$ cat config.mk
export PLATFORM = sky130hd
export DESIGN_NAME = fp_add_sub_pipe
export DESIGN_NICKNAME = d
export VERILOG_FILES = /design/src/rtl/fp_add_sub_pipe.sv
export SDC_FILE = /design/constraint.sdc
export NUM_CORES = 1
export LEC_CHECK = 0
export CORE_MARGIN = 1.5
export CORE_UTILIZATION = 50
export DETAILED_ROUTE_END_ITERATION = 6
export GPL_TIMING_DRIVEN = 0
export MAX_ROUTING_LAYER = met4
export PLACE_DENSITY_LB_ADDON = 0.1
export SLEW_MARGIN = 30
export SYNTH_ARGS = -nofsm -noshare
export SYNTH_HDL_FRONTEND = slang
export SYNTH_SLANG_ARGS = --single-unit
$ cat constraint.sdc
create_clock -name clk -period 15.3 [get_ports clk]
set_input_delay 3.06 -clock clk [delete_from_list [all_inputs] [get_ports clk]]
set_output_delay 3.06 -clock clk [all_outputs]
set_load 0.02 [all_outputs]
$ cat src/rtl/fp_add_sub_pipe.sv
// Three-stage pipelined floating-point adder/subtractor with round-to-nearest-even.
// Define FP_ADD_SUBNORMAL_EN for gradual underflow; otherwise subnormals flush to zero.
module fp_add_sub_pipe #(
   parameter int EXP_W = 5,
   parameter int MAN_W = 10
) (
   input  logic                   clk,
   input  logic                   rst_n,
   input  logic                   in_valid,
   output logic                   in_ready,
   input  logic [EXP_W+MAN_W:0]   x,
   input  logic [EXP_W+MAN_W:0]   y,
   input  logic                   add_sub,
   output logic                   out_valid,
   input  logic                   out_ready,
   output logic [EXP_W+MAN_W:0]   r,
   output logic                   negative,
   output logic                   zero,
   output logic                   overflow,
   output logic                   underflow,
   output logic                   inexact,
   output logic                   inf,
   output logic                   nan,
   output logic                   subnormal
);

   localparam int W   = 1 + EXP_W + MAN_W;
   localparam int MW  = MAN_W + 4;
   localparam int LZW = $clog2(MW + 1);
   localparam int CW  = ((LZW > EXP_W) ? LZW : EXP_W) + 1;
   localparam logic [CW-1:0] SH_MAX = CW'(MAN_W + 3);
   localparam logic [W-1:0]  QNAN   = {1'b0, {EXP_W{1'b1}}, 1'b1, {(MAN_W-1){1'b0}}};

`ifdef FP_ADD_SUBNORMAL_EN
   localparam bit SUBNORM_EN = 1'b1;
`else
   localparam bit SUBNORM_EN = 1'b0;
`endif

   logic advance;

   assign advance  = ~out_valid | out_ready;
   assign in_ready = advance;

   function automatic logic [LZW-1:0] lzc(input logic [MW-1:0] v);
      logic [LZW-1:0] n;
      logic           hit;
      n   = '0;
      hit = 1'b0;
      for (int i = MW - 1; i >= 0; i--) begin
         if (!hit && !v[i]) n = n + LZW'(1);
         else               hit = 1'b1;
      end
      return n;
   endfunction

   // ---------------- S1: unpack, special detect, order and align
   logic               sx, sy;
   logic [EXP_W-1:0]   ex, ey;
   logic [MAN_W-1:0]   fx, fy;
   logic               x_nan, y_nan, x_inf, y_inf;
   logic               spec_c;
   logic [W-1:0]       spec_val_c;
   logic               x_ge_y;
   logic               sa_c, sb_c;
   logic [EXP_W-1:0]   e_big, e_sml, ea_c, eb_c, dsh;
   logic [MAN_W-1:0]   f_big, f_sml;
   logic [MAN_W:0]     ma_c, mb_c;
   logic [MW-1:0]      a_ext, b_ext, b_sh;

   always_comb begin
      sx = x[W-1];
      sy = y[W-1] ^ add_sub;
      ex = x[W-2:MAN_W];
      ey = y[W-2:MAN_W];
      fx = x[MAN_W-1:0];
      fy = y[MAN_W-1:0];
      x_nan = (&ex) & (|fx);
      y_nan = (&ey) & (|fy);
      x_inf = (&ex) & ~(|fx);
      y_inf = (&ey) & ~(|fy);
      // Without gradual underflow a subnormal operand is read as a signed zero.
      if (!SUBNORM_EN && ex == '0) fx = '0;
      if (!SUBNORM_EN && ey == '0) fy = '0;

      spec_c     = 1'b0;
      spec_val_c = '0;
      if (x_nan | y_nan | (x_inf & y_inf & (sx ^ sy))) begin
         spec_c     = 1'b1;
         spec_val_c = QNAN;
      end else if (x_inf) begin
         spec_c     = 1'b1;
         spec_val_c = {sx, {EXP_W{1'b1}}, {MAN_W{1'b0}}};
      end else if (y_inf) begin
         spec_c     = 1'b1;
         spec_val_c = {sy, {EXP_W{1'b1}}, {MAN_W{1'b0}}};
      end

      x_ge_y = {ex, fx} >= {ey, fy};
      if (x_ge_y) begin
         sa_c  = sx;
         sb_c  = sy;
         e_big = ex;
         f_big = fx;
         e_sml = ey;
         f_sml = fy;
      end else begin
         sa_c  = sy;
         sb_c  = sx;
         e_big = ey;
         f_big = fy;
         e_sml = ex;
         f_sml = fx;
      end
      ea_c  = (e_big == '0) ? EXP_W'(1) : e_big;
      eb_c  = (e_sml == '0) ? EXP_W'(1) : e_sml;
      ma_c  = {|e_big, f_big};
      mb_c  = {|e_sml, f_sml};
      dsh   = ea_c - eb_c;
      a_ext = {ma_c, 3'b000};
      b_ext = {mb_c, 3'b000};
      if (CW'(dsh) >= SH_MAX) begin
         b_sh = {{(MW-1){1'b0}}, |mb_c};
      end else begin
         b_sh    = b_ext >> dsh;
         b_sh[0] = b_sh[0] | (|(b_ext & ~({MW{1'b1}} << dsh)));
      end
   end

   logic               s1_valid, s1_spec, s1_sign, s1_sub;
   logic [W-1:0]       s1_spec_val;
   logic [EXP_W-1:0]   s1_exp;
   logic [MW-1:0]      s1_ma, s1_mb;

   // ---------------- S2: add/subtract magnitudes and normalise
   logic [MW:0]        sum_c;
   logic [MW-1:0]      m_pre, m_c;
   logic [LZW-1:0]     lz;
   logic [CW-1:0]      sh_c;
   logic [EXP_W-1:0]   e_c;

   always_comb begin
      sum_c = s1_sub ? ({1'b0, s1_ma} - {1'b0, s1_mb}) : ({1'b0, s1_ma} + {1'b0, s1_mb});
      m_pre = sum_c[MW-1:0];
      lz    = '0;
      sh_c  = '0;
      m_c   = m_pre;
      e_c   = s1_exp;
      if (!s1_sub && sum_c[MW]) begin
         m_c    = sum_c[MW:1];
         m_c[0] = sum_c[1] | sum_c[0];
         e_c    = s1_exp + EXP_W'(1);
      end else begin
         lz = lzc(m_pre);
         // Never shift the exponent below 1; what remains is a subnormal.
         if (CW'(lz) < CW'(s1_exp)) sh_c = CW'(lz);
         else                       sh_c = CW'(s1_exp) - CW'(1);
         m_c = m_pre << sh_c;
         e_c = m_c[MW-1] ? (s1_exp - sh_c[EXP_W-1:0]) : '0;
      end
   end

   logic               s2_valid, s2_spec, s2_sign, s2_sub;
   logic [W-1:0]       s2_spec_val;
   logic [EXP_W-1:0]   s2_exp;
   logic [MW-1:0]      s2_man;

   // ---------------- S3: round, pack, flags
   logic               g_b, r_b, s_b, lsb_b, inc, inex;
   logic [MAN_W+1:0]   mr;
   logic [EXP_W:0]     ef;
   logic [MAN_W-1:0]   ff;
   logic               sgn_c;
   logic [W-1:0]       r_c;
   logic               ovf_c, unf_c, inx_c;
   logic               neg_f, zero_f, inf_f, nan_f, sub_f;

   always_comb begin
      lsb_b = s2_man[3];
      g_b   = s2_man[2];
      r_b   = s2_man[1];
      s_b   = s2_man[0];
      inex  = g_b | r_b | s_b;
      inc   = g_b & (r_b | s_b | lsb_b);
      mr    = {1'b0, s2_man[MW-1:3]} + (MAN_W+2)'(inc);
      ff    = mr[MAN_W-1:0];
      ef    = {1'b0, s2_exp};
      if (mr[MAN_W+1]) begin
         ef = {1'b0, s2_exp} + (EXP_W+1)'(1);
         ff = mr[MAN_W:1];
      end else if (s2_exp == '0 && mr[MAN_W]) begin
         ef = (EXP_W+1)'(1);
      end
      // Exact cancellation of opposite signs gives +0.
      sgn_c = (s2_man == '0 && s2_sub) ? 1'b0 : s2_sign;
      ovf_c = 1'b0;
      unf_c = 1'b0;
      inx_c = inex;
      r_c   = {sgn_c, ef[EXP_W-1:0], ff};
      if (s2_spec) begin
         r_c   = s2_spec_val;
         inx_c = 1'b0;
      end else if (ef >= {1'b0, {EXP_W{1'b1}}}) begin
         r_c   = {sgn_c, {EXP_W{1'b1}}, {MAN_W{1'b0}}};
         ovf_c = 1'b1;
         inx_c = 1'b1;
      end else if (ef == '0) begin
         if (SUBNORM_EN) begin
            unf_c = inex;
         end else if (s2_man != '0) begin
            r_c   = {sgn_c, {(W-1){1'b0}}};
            unf_c = 1'b1;
            inx_c = 1'b1;
         end
      end
      neg_f  = r_c[W-1];
      zero_f = (r_c[W-2:0] == '0);
      inf_f  = (&r_c[W-2:MAN_W]) & ~(|r_c[MAN_W-1:0]);
      nan_f  = (&r_c[W-2:MAN_W]) & (|r_c[MAN_W-1:0]);
      sub_f  = (r_c[W-2:MAN_W] == '0) & (|r_c[MAN_W-1:0]);
   end

   always_ff @(posedge clk or negedge rst_n) begin
      if (!rst_n) begin
         s1_valid    <= 1'b0;
         s1_spec     <= 1'b0;
         s1_spec_val <= '0;
         s1_sign     <= 1'b0;
         s1_sub      <= 1'b0;
         s1_exp      <= '0;
         s1_ma       <= '0;
         s1_mb       <= '0;
         s2_valid    <= 1'b0;
         s2_spec     <= 1'b0;
         s2_spec_val <= '0;
         s2_sign     <= 1'b0;
         s2_sub      <= 1'b0;
         s2_exp      <= '0;
         s2_man      <= '0;
         out_valid   <= 1'b0;
         r           <= '0;
         negative    <= 1'b0;
         zero        <= 1'b0;
         overflow    <= 1'b0;
         underflow   <= 1'b0;
         inexact     <= 1'b0;
         inf         <= 1'b0;
         nan         <= 1'b0;
         subnormal   <= 1'b0;
      end else if (advance) begin
         s1_valid    <= in_valid;
         s1_spec     <= spec_c;
         s1_spec_val <= spec_val_c;
         s1_sign     <= sa_c;
         s1_sub      <= sa_c ^ sb_c;
         s1_exp      <= ea_c;
         s1_ma       <= a_ext;
         s1_mb       <= b_sh;
         s2_valid    <= s1_valid;
         s2_spec     <= s1_spec;
         s2_spec_val <= s1_spec_val;
         s2_sign     <= s1_sign;
         s2_sub      <= s1_sub;
         s2_exp      <= e_c;
         s2_man      <= m_c;
         out_valid   <= s2_valid;
         if (s2_valid) begin
            r         <= r_c;
            negative  <= neg_f;
            zero      <= zero_f;
            overflow  <= ovf_c;
            underflow <= unf_c;
            inexact   <= inx_c;
            inf       <= inf_f;
            nan       <= nan_f;
            subnormal <= sub_f;
         end
      end
   end

endmodule

# Yosys cells after proc, flatten, opt, wreduce, memory -nomap -nowiden
# Cells that the tools add are included.
# totals
latch_bits,0
output_inout_bits,26
ramBits,0
inputBits,37
word_cells,240
romBits,0
register_bits,114
mem_count,0
# op_classes
div_mod_pow,0
n_mul,0
bitwise,28
eq_ne,0
magnitude_cmp,4
add_sub_neg,21
reduce_logical,64
n_shift,3
mux,95
# ops
operator,count
two-way mux 4 bit,27
two-way mux 16 bit,4
two-way mux 15 bit,4
"adder 4 x 1 -> 4 bit, second input constant",13
two-way mux 10 bit,5
two-way mux 1 bit,43
two-way mux 5 bit,7
logical NOT 5 bit,6
OR reduction 10 bit,3
two-way mux 14 bit,2
logical NOT 1 bit,27
two-way mux 6 bit,3
logical AND 1 bit,16
adder 14 x 14 -> 15 bit,1
>= comparator 15 bit,1
logical NOT 15 bit,1
AND reduction 5 bit,3
OR reduction 15 bit,1
subtractor 14 x 14 -> 15 bit,1
AND 14 bit,1
logical NOT 14 bit,1
inverter 14 bit,1
nonzero test 14 bit,1
OR reduction 14 bit,1
other kinds (18),42

# Longest topological paths before layout
# logic_depth
word_depth,62
ltp_mapped,56
mapped_depth_nobuf,54

# Worst setup path after synthesis
# Ideal clock, no wire load.
# synth_timing
kind,register to register
from,reg s1_ma[10]
to,reg s2_man[12]
setup_slack_ns,5.232
setup_ns,0.126
n_path_buf,4
stages_incl_launch_ff,53
arrival_time_ns,9.942
required_time_ns,15.174
synth_period_minus_slack_ns,10.068
path_cell_list,dfrtp_1 > ha_1 > clkbuf_1 > nor3_1 > a2111oi_0 > nand2_1 > o211ai_1 > xnor2_1 > nand2_1 > inv_1 > clkbuf_1 > ha_1 > nor2_1 > nor2_1 > ha_1 > nand2_1 > a31oi_1 > ha_1 > (+17 left out) > o211ai_1 > o21ai_0 > a21oi_1 > o221a_2 > ha_1 > a21o_1 > a21oi_1 > a21o_1 > nor2_1 > a31o_2 > a21oi_1 > buf_1 > clkbuf_1 > a21oi_1 > mux2_2 > mux2i_1 > nor3_1 > o32a_1
# synth_via
elab_chain_cells,61
word_cells_on_any_way,105
cone_classes,15 x add/sub; 1 x order compare; 1 x shift; 58 x mux; 30 x reduce/logical
# synth_rtl
element,line_no,source
"start, declared",133,"logic [MW-1:0] s1_ma, s1_mb;"
"start signal, assigned",257,s1_ma <= a_ext;
adder 14 x 14 -> 15 bit or subtractor 14 x 14 -> 15 bit (tied branches),143,"sum_c = s1_sub ? ({1'b0, s1_ma} - {1'b0, s1_mb}) : ({1'b0, s1_ma} + {1'b0, s1_mb});"
two-way mux 15 bit *,143,
"parallel branches: the longest is 58 deep, another holds adder 4 x 1 -> 4 bit",--,
two-way mux 14 bit *,149,if (!s1_sub && sum_c[MW]) begin
"end signal, assigned",265,s2_man <= m_c;
"end, declared",166,logic [MW-1:0] s2_man;
# Mark *: on every way between the ends. The select of a mux whose other input is x is not followed.
# A chain may end at the register's enable or synchronous reset.

# Worst setup path in the final report
# layout_timing
from,reg s1_ma[7]
to,reg s2_exp[1]
# layout_via
elab_chain_cells,62
word_cells_on_any_way,110
cone_classes,16 x add/sub; 1 x order compare; 1 x shift; 59 x mux; 33 x reduce/logical
# layout_rtl
element,line_no,source
adder 14 x 14 -> 15 bit or subtractor 14 x 14 -> 15 bit (tied branches),143,
two-way mux 15 bit *,143,
"parallel branches: the longest is 59 deep, another holds adder 4 x 1 -> 4 bit",--,
two-way mux 5 bit *,149,
"end signal, assigned",238,s2_exp <= '0;
"end signal, assigned",264,s2_exp <= e_c;
"end, declared",165,logic [EXP_W-1:0] s2_exp;
# Marks and branches as above.

==> run summary <==
Avg Cell Area, Syn -> 7.65 µm²
measured slew at the worst slew-check pin -> 0.916 ns
worst-skew pair later-pin latency -> 0.35 ns
final core utilization -> 58.3%
post-route cell area -> 10600 µm²
antenna violations before repair -> 0
DR vias -> 9751
post-synth top area share -> 22.8%
global-route wire length before repair -> 48.1 mm
footprint of the multi-input gates -> 6680 µm²
Hold Buf Count CTS -> 0
Setup WS pre-CTS -> 2.77 ns
Synth area leader -> dfrtp_1
share of flip-flops with an asynchronous set or reset -> 100%
largest net degree at the start of global routing -> 64
Hold EP -> s1_valid$_DFFE_PN0N_
post_cts resized -> 0
register-to-register path setup slack -> 2.33 ns
Max Buffers Root-to-Sink -> 2
RSZ-0062 raised after global routing -> false
Min Clock Period, post-route -> 12.97 ns
Net Sw Frac -> 53.8%
Die Footprint -> 19500 µm²
setup ws final -> 2.33 ns
Starting DRT DRC Count -> 963
core box area -> 18100 µm²
vias in the first global route -> 8948
grt total ovfl -> 0
crit share post-route -> 84.8%
Internal Power -> 1.06 mW
HPWL Detailed -> 23.5 mm
Port Buffers -> 62
Layout Nets -> 1399
crit-path most repeated cell -> ha_1
number of flops mapped to enable cells by yosys -> 0
Setup Skew -> 0.0121 ns
fin cells -> 1528
sequential share of power -> 16.8%
IO Count -> 63
H-tree levels -> 3
drt via density -> 6.38
failing checks -> design-rule violations
DP Cell Count -> 1512
FF+latch count, synth -> 85
Seq/Total Area, Yosys -> 22.8%
GRT met3 Usage -> 3.92%
Synthesized Nets -> 1325
reg-to-reg endpoint -> s2_exp[1]$_DFFE_PN0N_
GR Util met2 -> 51.0%
Hold Crit Class -> flip-flop to flip-flop
root buf cell -> clkbuf_16
WL final -> 29.8 mm
crit path max-delay cell type -> o21ai_1
P_sw -> 1.23 mW
Die Width -> 140 µm
site row count -> 49
Main synth FF type -> dfrtp_1
clock power share -> 9.4%
Sequential Area -> 2130 µm²
Filler cells -> 1787
met1 GRT Util -> 42.9%
Worst VDD drop -> 0.000113 V
Max Cap Viol -> 0
critical path startpoint category -> flip-flop
worst hold slack -> 0.473 ns
Syn. warnings -> 0
reg2reg start -> s1_ma[7]$_DFFE_PN0N_
DR pass1 iterations -> 7
P&R area growth vs syn -> 13.3%
WL/cell -> 19.5 µm
CP max stage delay -> 0.76 ns
most common cell in the netlist -> nand2_1
final setup fails -> 0
GRT Total Usage -> 31.6%
P per Cell Area -> 217 nW/µm²
status -> complete, but fails checks
CP endpoint kind -> flip-flop
GR peak layer -> met2
placer's final routability congestion estimate -> 0.973
number of setup buffers added after CTS -> 0
Netlist cell types -> 94
layout cells sized above 1 -> 6.31%
Max Slew Vio Count -> 0
Sum Neg Setup Slack -> 0 ns
initial core utilization -> 51.4%
total CTS buffers -> 9
Slew headroom -> 37.4%
dpl cell area -> 10300 µm²
largest cells by area after synthesis -> dfrtp_1 23%, ha_1 8.7%, nand2_1 6.1%
DR DRC count -> 2
Antenna Diode Count -> 0
WHS Path Cells -> 2
die height -> 140 µm
Worst EP required -> 15.51 ns
Gate power share -> 73.8%
Fmax achieved -> 0.0771 GHz
mapped cell area -> 9340 µm²
Setup CP Type -> flip-flop to flip-flop
TritonCTS clock tree -> yes
FF-to-FF path depth -> 51
Final Hold Fails -> 0
Data arrival, critical path -> 13.18 ns
LEAKAGE -> 4.49 nW
clock transition time at the flip-flop clock pins of the worst setup and hold paths -> 0.07 ns
Total Power -> 2.30 mW
Worst Path Max Fanout -> 10
antenna-violating nets left -> 0
Post-Synthesis Cells -> 1220
TritonCTS Sinks -> 85
min-delay src -> s1_valid$_DFFE_PN0N_
Post-synth top cells -> 152 x nand2_1, 113 x nor2_1, 85 x dfrtp_1
power by group through the flow:
stage	logic (mW)	clock network, mW	registers, mW
2_1_floorplan	1.17	0	0.398
3_3_place_gp	1.64	0	0.387
3_5_place_dp	1.65	0	0.389
4_1_cts	1.66	0.219	0.385
5_1_grt	1.85	0.228	0.397
6_report	1.69	0.216	0.386
critical path: cells and delay by family, from the launching register on:
family / cells / cell delay, ns
compound gates: 21 / 5.15
mux: 3 / 0.68
flops: 1 / 0.42
buf+inv: 5 / 1.67
simple gates: 12 / 2.00
fa+ha+maj: 7 / 2.19
xor+xnor: 3 / 0.68
final cells by class:
cell class / instances / share of cell area, %
repair buffers: 63 / 6.14
flip-flops and latches: 85 / 20.1
multi-input cells: 1002 / 63.1
clock buffers: 9 / 2.13
clock inverters: 7 / 0.663
plain buffers: 67 / 2.76
inverters: 66 / 2.34
well taps: 229 / 2.71
metal layers:
layer	share of wire, %	vias up
met5	0	-
met4	1.2	0
met3	6.9	41
met2	46	409
met1	46	4637
li1	-	4664
registers in the layout, indices dropped and copies added (netlist names), 3 cells and up:
name	cells
s1_exp	5
s2_man	14
r	16
s1_spec_val	3
s2_spec_val	3
s2_exp	5
s1_mb	14
s1_ma	11
cells by family after synthesis:
family / synth area share [%]
muxes: 7.44
buffers and inverters: 5.78
and+or+nand+nor: 24.1
adders and majority gates: 9.35
DFF: 22.8
AOI/OAI and AO/OA: 26.3
xor gates and xnor gates: 4.32
cells in the final DEF, fill, tap and decap left out, drive strengths merged, types with 37 or more instances in the layout:
cell type      netlist  final
dfrtp               85     85
o21ai               93     93
clkbuf              48     57
clkdlybuf4s50        0     61
mux2i               42     42
nor3                37     37
nor2               114    114
inv                 63     66
ha                  65     65
a21oi               76     76
nand3               38     38
nand2              154    154
worst max-delay path by stage:
stage	from	endpoint	slack, ns	depth (start not counted)
detailed placement	s1_ma[7]$_DFFE_PN0N_	s2_exp[1]$_DFFE_PN0N_	2.77	53
finish	s1_ma[7]$_DFFE_PN0N_	s2_exp[1]$_DFFE_PN0N_	2.33	51
CTS	s1_ma[7]$_DFFE_PN0N_	s2_exp[1]$_DFFE_PN0N_	2.71	53
floorplan	s1_ma[10]$_DFFE_PN0N_	s2_man[12]$_DFFE_PN0N_	5.23	52
global route	s1_ma[9]$_DFFE_PN0N_	s2_exp[1]$_DFFE_PN0N_	1.48	54
global placement	s1_ma[7]$_DFFE_PN0N_	s2_exp[1]$_DFFE_PN0N_	2.78	53
Power figures use the tool's default switching activity.
==> patch (config.mk and constraints unchanged) <==
Add a define of `FP_ADD_SUBNORMAL_EN`.
--- a/src/rtl/fp_add_sub_pipe.sv
+++ b/src/rtl/fp_add_sub_pipe.sv
@@ -2,2 +2,4 @@
 // Define FP_ADD_SUBNORMAL_EN for gradual underflow; otherwise subnormals flush to zero.
+`define FP_ADD_SUBNORMAL_EN
+
 module fp_add_sub_pipe #(
Function: changed (Yosys sat finds a counterexample within 4 cycles, from zero or initial values and one cycle with rst_n low).
==> patch against the original RTL <==
  * Sequential cell count did not move
  * Count of clock-buffer cells in the layout did not move
  * Design area fell by 1.6%
  * Total power rose by 4.3%
  * Global-route usage fell by 1.5 points
  * Routed wire length fell by 5.9%
  * Clock power rose by 8%
  * Area after synthesis fell by 2.0%
  * Worst setup slack improved by 1300 ps
  * Critical endpoint unchanged
  * Largest power group unchanged
==> patch: results (changes against the original RTL) <==
grt_pass1_wl_mm: 45.6  # was 48.1 mm
m1WireLength_mm: 13.0  # was 13.6 mm
p_leak_nw: 4.54  # was 4.49 nW
drt_first_pass_iters: 5  # was 7
synth.area.mux_share: 0.0686  # was 0.0744
drive_gt1_frac: 0.0731  # was 0.0631
gp_congestion: 0.959  # was 0.973
relSlewSlack: 0.363  # was 0.374
rr_startpoint: "s1_ma[3]"  # was s1_ma[7]
worstPathArrival_ps: 11890  # was 13180 ps
status: "finished, final reports clean"  # was finished, violations left
syn_nets: 1284  # was 1325
grtUsageTotal: 0.301  # was 0.316
cp_slowest_stage_delay_ps: 670  # was 760 ps
p_clk_frac: 0.097  # was 0.094
grt_max_degree: 46  # was 64
min_to: "s2_sign"  # was s1_valid
placed_cell_area_um2: 10100  # was 10300 um2
hold_ws_ps: 470  # was 473 ps
viasPerCell: 6.13  # was 6.38
final_nets: 1358  # was 1399
worst-r2r-cell-count: 48  # was 51
skew_ps: 8.00  # was 12.1 ps
synth_area_per_cell_um2: 7.76  # was 7.65 um2
synth_cell_type_count: 101  # was 94
fmax_mhz: 85.6  # was 77.1 MHz
synthTopCellsByCount: "nand2_1 (128), a21oi_1 (102), nor2_1 (99)"  # was nand2_1 (152), nor2_1 (113), dfrtp_1 (85)
cts_setup_buffers: 0  # unchanged
routedWlPerCell_um: 18.9  # was 19.5 um
synth_compound_area_frac: 0.276  # was 0.263
routed-wl-met3_mm: 1.72  # was 2.06 mm
place_ws_ps: 3870  # was 2770 ps
min_from: "s1_sign"  # was s1_valid
seq_area_frac_synth: 0.232  # was 0.228
nFillCells: 1777  # was 1787
postRouteWirelength_mm: 28.1  # was 29.8 mm
synthAdderAreaFrac: 0.0954  # was 0.0935
slowest_stage: "a211oi_2"  # was o21ai_1
power.switching_mw: 1.28  # was 1.23 mW
place_inst: 1471  # was 1512
drt_iter0_drc: 693  # was 963
place_hpwl_mm: 22.2  # was 23.5 mm
synthXorXnorAreaFrac: 0.0439  # was 0.0432
powerDensity_nw_per_um2: 230  # was 217 nW/um2
p_seq_frac: 0.163  # was 0.168
synthTopCellsByArea: "dfrtp_1 (23%), ha_1 (8.9%), a21oi_1 (5.6%)"  # was dfrtp_1 (23%), ha_1 (8.7%), nand2_1 (6.1%)
dr_wl_met2_mm: 13.0  # was 13.8 mm
-- patch: cell types whose count changed after synthesis, sizes merged, moves of 10 or more --
cell / delta
o21ai: -13
a21oi: +26
clkbuf: -10
a211oi: +14
nand2: -23
a31oi: -17
nor2: -14
-- patch: layout make-up --
cell class,count,area share
Clock inverter,7,0.00878
Multi-Input combinational cell,965,0.624
Timing Repair Buffer,63,0.0624
Sequential cell,85,0.204
Inverter,63,0.0230
Buffer,66,0.0285
Tap cell,229,0.0275
Clock buffer,9,0.0216
-- patch: per-layer routing --
layer / vias up / track usage
met4: 0 / 0.0543
li1: 4467 / -
met3: 26 / 0.0419
met5: - / -
met2: 302 / 0.471
met1: 4327 / 0.419
-- patch: logic make-up after synthesis --
group                    count (synthesis)
AND/OR/NAND/NOR                        422
AO/OA/AOI/OAI                          371
buffers and inverters                  129
flip-flops                              85
adder cells (fa/ha/maj)                 68
multiplexers                            59
XOR/XNOR                                45
